$ cat config.mk
export PLATFORM = sky130hd
export DESIGN_NAME = sc_mux_arbiter_flat
export DESIGN_NICKNAME = d
export VERILOG_FILES = /design/src/rtl/sc_mux_arbiter_if.sv /design/src/rtl/sc_mux_arbiter.sv /design/src/flat_wrapper.sv
export SDC_FILE = /design/constraint.sdc
export NUM_CORES = 1
export LEC_CHECK = 0
export ABC_AREA = 1
export CAP_MARGIN = 20
export CORE_UTILIZATION = 50
export DETAILED_ROUTE_END_ITERATION = 8
export GPL_ROUTABILITY_DRIVEN = 0
export GPL_TIMING_DRIVEN = 0
export PLACE_DENSITY = 0.77
export SLEW_MARGIN = 20
export SYNTH_ARGS = -nofsm -noshare
export SYNTH_HDL_FRONTEND = slang
export SYNTH_SLANG_ARGS = --single-unit
$ cat constraint.sdc
create_clock -name SC_MUXARB_CLOCK_50 -period 4.94 [get_ports SC_MUXARB_CLOCK_50]
set_input_delay 0.494 -clock SC_MUXARB_CLOCK_50 [delete_from_list [all_inputs] [get_ports SC_MUXARB_CLOCK_50]]
set_output_delay 0.494 -clock SC_MUXARB_CLOCK_50 [all_outputs]
set_load 0.1 [all_outputs]
$ cat src/rtl/sc_mux_arbiter_if.sv
// Requester-side bus of the mux arbiter: request/burst config in, grant/select/status out.
// master = requesters and control FSM, slave = arbiter.
interface sc_mux_arbiter_if #(
    parameter int DATAWIDTH_MUX_SELECTION = 4,
    parameter int DATAWIDTH_BURST         = 4
);
    logic [7:0]                         SC_MUXARB_request_InBUS;
    logic [DATAWIDTH_BURST-1:0]         SC_MUXARB_burstLen_InBUS;
    logic [DATAWIDTH_MUX_SELECTION-1:0] SC_MUXARB_selection_OutBUS;
    logic [7:0]                         SC_MUXARB_grant_OutBUS;
    logic                               SC_MUXARB_busy_Out;
    logic                               SC_MUXARB_done_Out;

    modport master (
        output SC_MUXARB_request_InBUS,
        output SC_MUXARB_burstLen_InBUS,
        input  SC_MUXARB_selection_OutBUS,
        input  SC_MUXARB_grant_OutBUS,
        input  SC_MUXARB_busy_Out,
        input  SC_MUXARB_done_Out
    );

    modport slave (
        input  SC_MUXARB_request_InBUS,
        input  SC_MUXARB_burstLen_InBUS,
        output SC_MUXARB_selection_OutBUS,
        output SC_MUXARB_grant_OutBUS,
        output SC_MUXARB_busy_Out,
        output SC_MUXARB_done_Out
    );
endinterface

$ cat src/rtl/sc_mux_arbiter.sv
// Round-robin burst arbiter driving the 8-channel mux select; 1-cycle request-to-grant, one dead (done) cycle between grants.
// SC_MUXARB_FIXED_PRIORITY_EN selects lowest-index-wins arbitration instead of round-robin.
module sc_mux_arbiter #(
    parameter int DATAWIDTH_MUX_SELECTION = 4,
    parameter int DATAWIDTH_BURST         = 4
) (
    input  logic             SC_MUXARB_CLOCK_50,
    input  logic             SC_MUXARB_RESET_InHigh,
    sc_mux_arbiter_if.slave  arbBus
);
    typedef enum logic {IDLE, BUSY} state_t;

    state_t                     state, stateNext;
    logic [2:0]                 owner, ownerNext;
    logic [7:0]                 grant, grantNext;
    logic                       done, doneNext;
    logic [DATAWIDTH_BURST-1:0] counter, counterNext;
    logic [2:0]                 winner;
    logic [7:0]                 request;

    assign request = arbBus.SC_MUXARB_request_InBUS;

`ifdef SC_MUXARB_FIXED_PRIORITY_EN
    always_comb begin
        winner = '0;
        for (int i = 7; i >= 0; i--) begin
            if (request[i]) winner = 3'(i);
        end
    end
`else
    logic [2:0] pointer, pointerNext;
    logic [2:0] idx;

    // Scan downwards so the smallest offset from pointer+1 is assigned last and wins.
    always_comb begin
        winner = '0;
        idx    = '0;
        for (int k = 8; k >= 1; k--) begin
            idx = pointer + 3'(k);
            if (request[idx]) winner = idx;
        end
    end
`endif

    always_comb begin
        stateNext   = state;
        ownerNext   = owner;
        grantNext   = grant;
        counterNext = counter;
        doneNext    = 1'b0;
`ifndef SC_MUXARB_FIXED_PRIORITY_EN
        pointerNext = pointer;
`endif
        case (state)
            IDLE: begin
                if (request != 8'h00) begin
                    stateNext   = BUSY;
                    ownerNext   = winner;
                    grantNext   = 8'h01 << winner;
                    counterNext = arbBus.SC_MUXARB_burstLen_InBUS;
                end
            end
            BUSY: begin
                if (counter == '0 || !request[owner]) begin
                    stateNext = IDLE;
                    grantNext = 8'h00;
                    doneNext  = 1'b1;
`ifndef SC_MUXARB_FIXED_PRIORITY_EN
                    pointerNext = owner;
`endif
                end else begin
                    counterNext = counter - 1'b1;
                end
            end
            default: stateNext = IDLE;
        endcase
    end

    always_ff @(posedge SC_MUXARB_CLOCK_50) begin
        if (SC_MUXARB_RESET_InHigh) begin
            state   <= IDLE;
            owner   <= '0;
            grant   <= 8'h00;
            done    <= 1'b0;
            counter <= '0;
`ifndef SC_MUXARB_FIXED_PRIORITY_EN
            pointer <= 3'd7;
`endif
        end else begin
            state   <= stateNext;
            owner   <= ownerNext;
            grant   <= grantNext;
            done    <= doneNext;
            counter <= counterNext;
`ifndef SC_MUXARB_FIXED_PRIORITY_EN
            pointer <= pointerNext;
`endif
        end
    end

    // Selection is the owner index, so it holds the last owner through IDLE.
    assign arbBus.SC_MUXARB_selection_OutBUS = DATAWIDTH_MUX_SELECTION'(owner);
    assign arbBus.SC_MUXARB_grant_OutBUS     = grant;
    assign arbBus.SC_MUXARB_busy_Out         = (state == BUSY);
    assign arbBus.SC_MUXARB_done_Out         = done;
endmodule

$ cat src/flat_wrapper.sv
// flat-port wrapper written by rule: the top's interface ports become plain ports
module sc_mux_arbiter_flat 
#(
    parameter int DATAWIDTH_MUX_SELECTION = 4,
    parameter int DATAWIDTH_BURST         = 4
)
  (SC_MUXARB_CLOCK_50, SC_MUXARB_RESET_InHigh, arbBus_SC_MUXARB_request_InBUS, arbBus_SC_MUXARB_burstLen_InBUS, arbBus_SC_MUXARB_selection_OutBUS, arbBus_SC_MUXARB_grant_OutBUS, arbBus_SC_MUXARB_busy_Out, arbBus_SC_MUXARB_done_Out);
  sc_mux_arbiter_if #(.DATAWIDTH_MUX_SELECTION(DATAWIDTH_MUX_SELECTION), .DATAWIDTH_BURST(DATAWIDTH_BURST)) arbBus_i ();
  input  logic SC_MUXARB_CLOCK_50;
  input  logic SC_MUXARB_RESET_InHigh;
  input wire logic [$bits(arbBus_i.SC_MUXARB_request_InBUS)-1:0] arbBus_SC_MUXARB_request_InBUS;
  input wire logic [$bits(arbBus_i.SC_MUXARB_burstLen_InBUS)-1:0] arbBus_SC_MUXARB_burstLen_InBUS;
  output wire logic [$bits(arbBus_i.SC_MUXARB_selection_OutBUS)-1:0] arbBus_SC_MUXARB_selection_OutBUS;
  output wire logic [$bits(arbBus_i.SC_MUXARB_grant_OutBUS)-1:0] arbBus_SC_MUXARB_grant_OutBUS;
  output wire logic [$bits(arbBus_i.SC_MUXARB_busy_Out)-1:0] arbBus_SC_MUXARB_busy_Out;
  output wire logic [$bits(arbBus_i.SC_MUXARB_done_Out)-1:0] arbBus_SC_MUXARB_done_Out;
  assign arbBus_i.SC_MUXARB_request_InBUS = arbBus_SC_MUXARB_request_InBUS;
  assign arbBus_i.SC_MUXARB_burstLen_InBUS = arbBus_SC_MUXARB_burstLen_InBUS;
  assign arbBus_SC_MUXARB_selection_OutBUS = arbBus_i.SC_MUXARB_selection_OutBUS;
  assign arbBus_SC_MUXARB_grant_OutBUS = arbBus_i.SC_MUXARB_grant_OutBUS;
  assign arbBus_SC_MUXARB_busy_Out = arbBus_i.SC_MUXARB_busy_Out;
  assign arbBus_SC_MUXARB_done_Out = arbBus_i.SC_MUXARB_done_Out;
  sc_mux_arbiter #(.DATAWIDTH_MUX_SELECTION(DATAWIDTH_MUX_SELECTION), .DATAWIDTH_BURST(DATAWIDTH_BURST)) u_core (.SC_MUXARB_CLOCK_50(SC_MUXARB_CLOCK_50), .SC_MUXARB_RESET_InHigh(SC_MUXARB_RESET_InHigh), .arbBus(arbBus_i));
endmodule
==> results.txt, run 1 <==
- The run finished with clean final reports.
* Vias: 1,680
* Chain of cells forming the critical path: buf_6 > inv_2 > buf_6 > ha_1 > inv_1 > nand3_1 > nand3_1 > nand2_1 > inv_1 > nand2_1 > nand2_1 > nand2_1 > nand2_1 > nand2_1 > nand2_2 > nand2_1 > nor2_2 > nand3_1 > a21oi_1
- CTS built an H-tree with a depth of 1.
- In the global route stage, met3 resource usage came out at 2.68%.
- RSZ-0062 raised after global routing: false
- Post-synthesis sequential area ratio: 25.5%
- Clock skew: between 0.002 and 0.003 ns
- FF/Latch Area: 400 sq um
* Number of warnings reported in the yosys synthesis log: 0
- Synthesis produced a netlist whose cell count is 259.
* Placed Instance Area: 1870 sq um
- Based on the critical path, the design can be clocked at up to roughly 390 MHz.
- Top cells by area in the synthesized netlist: sky130_fd_sc_hd__dfxtp_1 26%, sky130_fd_sc_hd__nand2_1 19%, sky130_fd_sc_hd__nand3_1 12%
- Post CTS Setup Buffer Count: 0
- The post-route netlist has 13.1% of its cells at a drive strength greater than 1.
- Synthesis inferred 20 register bits.
- In this run the most used layer during global routing was met2.
- Once the floorplan was initialized, standard cells occupied 55.0% of the core.
- Area growth from synthesis to layout: 21.4%
* Final Cell Area: 1900 sq um
- Number of antenna violations at the first check in global routing: 0
- A synthesized cell averages 6.06 sq um.
* Placement Setup Slack: ~2.4 ns
* Violation count after the first detailed-route iteration: 84
- The multi-input combinational cells in the finished layout cover a total of 987 sq um.
- Total nets after synthesis: 276
- Number of antenna diodes: 0
- Setup violations remaining at the end of the flow were counted as 0.
- During placement, the flow inserted port buffers numbering 26.
* GRT met1 Usage: between 30 and 40%
* Total count of hold-check failures in the final report: 0
- Number of cells on the worst hold path: 2
- Among all flip-flop cells after synthesis, the most frequent one is sky130_fd_sc_hd__dfxtp_1.
- The smallest clock period supported by the final layout is computed as 2.53 ns.
- Share of the cycle needed by the critical path after routing: 51.3%
* Clock root buffer: sky130_fd_sc_hd__clkbuf_4
* Max_slew headroom: 35.0%
- Number of placement rows: 19
* Post-route DRC violation count: 0
* Boundary Pins: 28
- The worst setup path is of the reg -> reg kind.
- Max-capacitance violation count: 0
- The first global-routing pass estimated 6130 um of wire.
- R2r worst-path depth: 19
- The filler cells instantiated in the layout total 278.
- The min-delay analysis places its worst path in the category reg -> reg.
- Wires add up to 3630 um.
* Horizontal extent of the die: 58.0 um
- Slowest CP cell: sky130_fd_sc_hd__dfxtp_1
- Detailed placement ended at an HPWL of between 2000 and 3000 um.
- Together, buffers and inverters on the worst path number 5.
- The number of global-route vias before repair came to 1,440.
* Number of CTS-inserted buffers: 3
- The die covers around 3400 sq um.
* Required arrival time at the worst endpoint: 5.18 ns
- Setup slack on the critical path of the routed design comes to 2.41 ns.
- The synthesized netlist occupies a cell area of roughly 1600 sq um.
- For met2 alone, demand over resource in global routing was 39.9%.
- Slew at the pin with the worst max-slew slack: 0.972 ns
- Using the TritonRoute via totals, the vias-per-cell ratio works out to 5.25.
- Count of cell instances traversed by the critical path: 19
* Dominant cell type by count on the critical path: sky130_fd_sc_hd__nand2_1
- The clock drives 20 sinks.
- Yosys mapped a number of flops with a built-in enable equal to 0.
- Worst path top cell family by delay: simple AND/OR/NAND/NOR gates
- In this run, distinct cell masters in the synthesized netlist total 28.
- The worst setup path is captured at a register.
* Delay contributed by the slowest stage of the critical path: 0.38 ns
- Count of cells resized by post-cts repair: 0
- TritonCTS built the clock tree.
- Pin count of the biggest net entering global routing: 12
* Arrival time worst endpoint: 2.77 ns
* Post-synth ARST share: 0%
- Pins Over Slew Limit: 0
- Average detailed-routed wire length per instance: about 11 um
- Total global routing track utilization: 23.0%
- Core Box Area: between 2000 and 3000 sq um
* Worst-path clk slew: 0.11 ns
* Number of buffers on the longest clock path: 2
* Remaining antenna violation count: 0
- Adding up every negative setup slack in the final design gives 0 ns.
* Global-route congestion overflow total: 0
- Vert. Die Dim: 58.0 um
- After synthesis, the largest area contributor takes up 25.5% of total cell area.
- Number of detailed-routing iterations run before antenna repair: 4
* Largest fanout on the critical path: 10
* Clock insertion delay at the later pin of the skew report: roughly 0.3 ns
* Cell taking the most area after synthesis: sky130_fd_sc_hd__dfxtp_1
- STA classifies the critical path startpoint as a register.
- In this run, post-CTS hold repair placed 0 buffers.
* Number of nets in the finished design: around 300
==> synth_stat cells (2+ instances only) <==
| master | number |
|---|---|
| sky130_fd_sc_hd__o21ai_0 | 11 |
| sky130_fd_sc_hd__nand2_1 | 78 |
| sky130_fd_sc_hd__a211oi_1 | 2 |
| sky130_fd_sc_hd__a21oi_2 | 3 |
| sky130_fd_sc_hd__nand3_1 | 38 |
| sky130_fd_sc_hd__inv_1 | 29 |
| sky130_fd_sc_hd__ha_1 | 3 |
| sky130_fd_sc_hd__a31oi_1 | 3 |
| sky130_fd_sc_hd__nor2_2 | 2 |
| sky130_fd_sc_hd__o211ai_1 | 6 |
| sky130_fd_sc_hd__buf_6 | 2 |
| sky130_fd_sc_hd__nand3_2 | 4 |
| sky130_fd_sc_hd__dfxtp_1 | 20 |
| sky130_fd_sc_hd__nor2_1 | 15 |
| sky130_fd_sc_hd__nand2_2 | 11 |
| sky130_fd_sc_hd__inv_2 | 6 |
| sky130_fd_sc_hd__buf_4 | 2 |
| sky130_fd_sc_hd__a21oi_1 | 13 |
| sky130_fd_sc_hd__nand2_4 | 2 |
==> metrics by stage <==
stage / hold slack, ns / utilization, % / std cells
after floorplan: 0.462 / - / 259
after global placement: 0.455 / 65.5 / 316
after detailed placement: 0.454 / 65.5 / 316
after CTS: 0.471 / 66.8 / 320
after global routing: 0.496 / 66.8 / 320
final: 0.471 / 66.8 / 320
==> registers in the layout, indices dropped and copies added (netlist names) <==
name,count
u_core.arbBus.SC_MUXARB_busy_Out,1
u_core.arbBus.SC_MUXARB_done_Out,1
u_core.arbBus.SC_MUXARB_grant_OutBUS,8
u_core.counter,4
u_core.owner,3
u_core.pointer,3
==> placed cells by master (no fill, tap or decap), drive strengths merged, types with 5 or more instances in the layout <==
cell type,instances
a21oi,16
nand2,91
o211ai,6
nor2,18
inv,35
o21ai,12
clkbuf,5
nand3,42
clkdlybuf4s50,26
dfxtp,20
==> cells by family (layout without fill, tap and decap cells) <==
family | count (synthesis) | in the layout | synth area share [%]
xor+xnor | 1 | 1 | 0.558
flops | 20 | 20 | 25.5
compound gates | 39 | 39 | 14.7
fa+ha+maj | 3 | 3 | 2.39
buf+inv | 42 | 72 | 11.6
other cells | 1 | 1 | 0.239
simple gates | 153 | 153 | 45.1
==> worst min-delay path, stage by stage, from the launching register on <==
cell	delay, ns
sky130_fd_sc_hd__dfxtp_1	0.32
sky130_fd_sc_hd__nand2_1	0.06
sky130_fd_sc_hd__a21oi_1	0.05
==> worst paths after layout <==
check | slack [ns] | to | startpoint
worst min register to register | 0.47 | u_core.arbBus.SC_MUXARB_grant_OutBUS[5] | u_core.arbBus.SC_MUXARB_grant_OutBUS[5]
worst max-delay path | 2.41 | u_core.arbBus.SC_MUXARB_grant_OutBUS[0] | u_core.pointer[0]
worst min-delay path | 0.47 | u_core.arbBus.SC_MUXARB_grant_OutBUS[5] | u_core.arbBus.SC_MUXARB_grant_OutBUS[5]
worst max register to register | 2.41 | u_core.arbBus.SC_MUXARB_grant_OutBUS[0] | u_core.pointer[0]
==> per-layer routing <==
metal	vias up	routed length [um]
li1	895	-
met1	731	1690
met2	48	1720
met3	6	183
met4	0	26
met5	-	0
==> cell type report <==
class	count	share of cell area [%]
Inverter	37	7.36
Clock buffer	4	1.91
Tap cell	31	2.04
Buffer	5	2.17
Sequential cell	20	21.0
Timing Repair Buffer	26	13.7
Multi-Input combinational cell	197	51.8
Power of run 1 is not shown: default switching activity piles up to over one toggle a cycle in this logic, so the estimate is an artifact.
==> run 2, diff against run 1 <==
clock period = 2.42 ns   (was 4.94 ns; I/O delays follow)
==> results.txt, run 2 (synthesis gave the netlist of run 1 again) <==
* Final critical path time including I/O delays and setup: 2.26 ns (-0.274 ns)
- Core Box Area: 2850 sq um (unchanged)
- The violation count after the first detailed-route iteration was 96 (+14%).
- The detailed-route wire length is 3720 um (+2.5%).
* Die ar.: 3370 sq um (unchanged)
- The maximum buffer depth of the clock tree was 2 (unchanged).
* Drt via density: 5.32 (+1.3%)
- Global-route congestion overflow total: 0 (unchanged)
- The number of clock sinks was 20 (unchanged).
- Max_slew headroom: 35.5% (+0.51 points)
- R2r worst-path depth: 20 (+1)
- The fmax is 443 MHz (+12%).
- Detailed Place HPWL: 2900 um (-2.3%)
- The number of vias in the routed layout came to 1,702 (+1.3%).
- Worst setup slack after layout: 0.161 ns (-2.25 ns)
* Required arrival time at the worst endpoint: 2.66 ns (-2.52 ns)
- The fraction of layout cells with a size suffix above 1 was 16.3% (+3.1 points).
- The top cell types in the final layout, fill and taps aside, are 77 x sky130_fd_sc_hd__nand2_1, 34 x sky130_fd_sc_hd__nand3_1, 28 x sky130_fd_sc_hd__inv_1.
* Post CTS Setup Buffer Count: 0 (unchanged)
* Arrival time worst endpoint: 2.50 ns (-0.27 ns)
- The cell row count came to 19 (unchanged).
* Starting density of the core: 55.0% (unchanged)
* Number of antenna violations at the first check in global routing: 0 (unchanged)
- The x dimension of the die came to 58.0 um (unchanged).
- Vert. Die Dim: 58.0 um (unchanged)
- Number of antenna diodes: 0 (unchanged)
- The wire length per cell after detailed routing came to 11.6 um (+2.5%).
- The pin count of the biggest net entering global routing came to 13 (+1).
- The largest fanout of any net on the critical path was 10 (unchanged).
* Final Cell Area: 1970 sq um (+3.7%)
- The count of endpoints failing setup in the final report was 0 (unchanged).
- Compared with the post-synthesis result, the final layout area differs by 25.8%.
* Count of hold-fix buffers inserted at cts: 0 (unchanged)
- Non-filler instance count after layout: 320 (unchanged)
* Failing checks: design-rule violations
- The count of H-tree levels built during CTS is 1 (unchanged).
- Boundary Pins: 28 (unchanged)
- Number of CTS-inserted buffers: 3 (unchanged)
- The measured slew at the worst slew-check pin came to 0.964 ns (-0.00766 ns).
* Chain of cells forming the critical path: buf_6 > inv_2 > buf_6 > ha_4 > inv_4 > nand3_1 > nand3_2 > nand2_2 > inv_2 > nand2_1 > nand2_1 > nand2_1 > nand2_1 > nand2_1 > nand2_2 > nand2_4 > inv_2 > nor2_4 > nand2_1 > a21oi_2
- Port bufs: 26 (unchanged)
* Max FFs per register: 8 (unchanged)
- The number of fill cells in the layout was 256 (-7.9%).
* Number of placed cells counting well taps: 316 (unchanged)
- Clock root buffer: sky130_fd_sc_hd__clkbuf_4
* Placement Setup Slack: -0.0758 ns (-2.50 ns)
- Clock insertion delay at the later pin of the skew report: 0.31 ns (about the same)
- TritonCTS built the clock tree.
* Dominant cell type by count on the critical path: sky130_fd_sc_hd__nand2_1
- Post-route DRC violation count: 1 (+1)
- Worst-path clk slew: 0.12 ns (about the same)
- Remaining antenna violation count: 0 (unchanged)
- Pins Over Slew Limit: 0 (unchanged)
* Type of origin of the critical path: register
- The depth of the worst hold-timing path is 2 (unchanged).
- Clock skew: 0.00698 ns (+0.00412 ns)
- The fraction of the cycle the final worst path needs came to 93.3% (+42 points).
- The cell area after placement came to 1870 sq um (about the same).
- CP Capture Type: register
* Number of nets in the finished design: 307 (unchanged)
* Crit Path Category: reg -> reg
- Delay contributed by the slowest stage of the critical path: 0.35 ns (-0.03 ns)
- Fraction of the core area covered by cells at the end of the flow: 69.2% (+2.5 points)
* Total global routing track utilization: 22.9% (-0.14 points)
* Max-capacitance violation count: 0 (unchanged)
* Total count of hold-check failures in the final report: 0 (unchanged)
- Outcome: finished, violations left
* Global-route wire length before repair: 6090 um (-0.57%)
- Number of detailed-routing iterations run before antenna repair: 6 (+2)
* Leading cell type in the layout, fill and taps excluded: sky130_fd_sc_hd__nand2_1
- The number of global-route vias before repair was 1,439 (-0.069%).
- Slowest CP cell: sky130_fd_sc_hd__dfxtp_2
- The path class of the tightest hold or removal check is reg -> reg.
## run 2: cell count changes in the layout (fill, tap and decap cells not counted), moves of 2 or more
cell,previous run,this run
sky130_fd_sc_hd__dfxtp_1,20,18
sky130_fd_sc_hd__dfxtp_2,0,2
sky130_fd_sc_hd__inv_4,0,2
sky130_fd_sc_hd__nand3_1,38,34
sky130_fd_sc_hd__nand3_2,4,8
## run 2: stage by stage
step                setup TNS, ns  hold slack, ns
floorplan                       0           0.391
global placement           -0.377           0.456
detailed placement         -0.538           0.457
CTS                             0           0.475
global route              -0.0475           0.501
finish                          0           0.470
## run 2: critical path, delay by kind of cell, from the launching register on
kind,cells,cell delay (ns)
AND/OR/NAND/NOR,12,0.91
buffers and inverters,6,0.48
adder cells (fa/ha/maj),1,0.32
flip-flops,1,0.35
AO/OA/AOI/OAI,1,0.11
## run 2: repair_timing
action / 4_1_cts / 5_1_grt
gates resized for setup: 3 / 10
pin swaps: 0 / 3
endpoints found under the setup margin: 10 / 9
## run 2: worst paths after layout
path,startpoint,endpoint,slack [ns]
max reg2reg,u_core.pointer[0],u_core.arbBus.SC_MUXARB_grant_OutBUS[3],0.16
max,u_core.pointer[0],u_core.arbBus.SC_MUXARB_grant_OutBUS[3],0.16
min,u_core.arbBus.SC_MUXARB_grant_OutBUS[2],u_core.arbBus.SC_MUXARB_grant_OutBUS[2],0.47
min reg2reg,u_core.arbBus.SC_MUXARB_grant_OutBUS[2],u_core.arbBus.SC_MUXARB_grant_OutBUS[2],0.47
## run 2: final cells by class
cell class	count	area [sq um]	area share (%)
flip-flops and latches	20	403	20.4
clock inverters	1	30.0	1.52
repair buffers	26	260	13.2
inverters	37	144	7.29
well taps	31	38.8	1.96
clock buffers	3	22.5	1.14
multi-input cells	197	1030	52.4
plain buffers	5	41.3	2.09
## run 2: per-layer routing
| metal | GRT usage, % | wire length, um | vias to the layer above |
|---|---|---|---|
| met5 | 0 | 0 | - |
| met4 | 6.46 | 50 | 0 |
| met3 | 3.35 | 199 | 8 |
| met2 | 39.1 | 1720 | 43 |
| met1 | 30.0 | 1750 | 751 |
| li1 | - | - | 900 |
Power of run 2 is left out for the same reason.
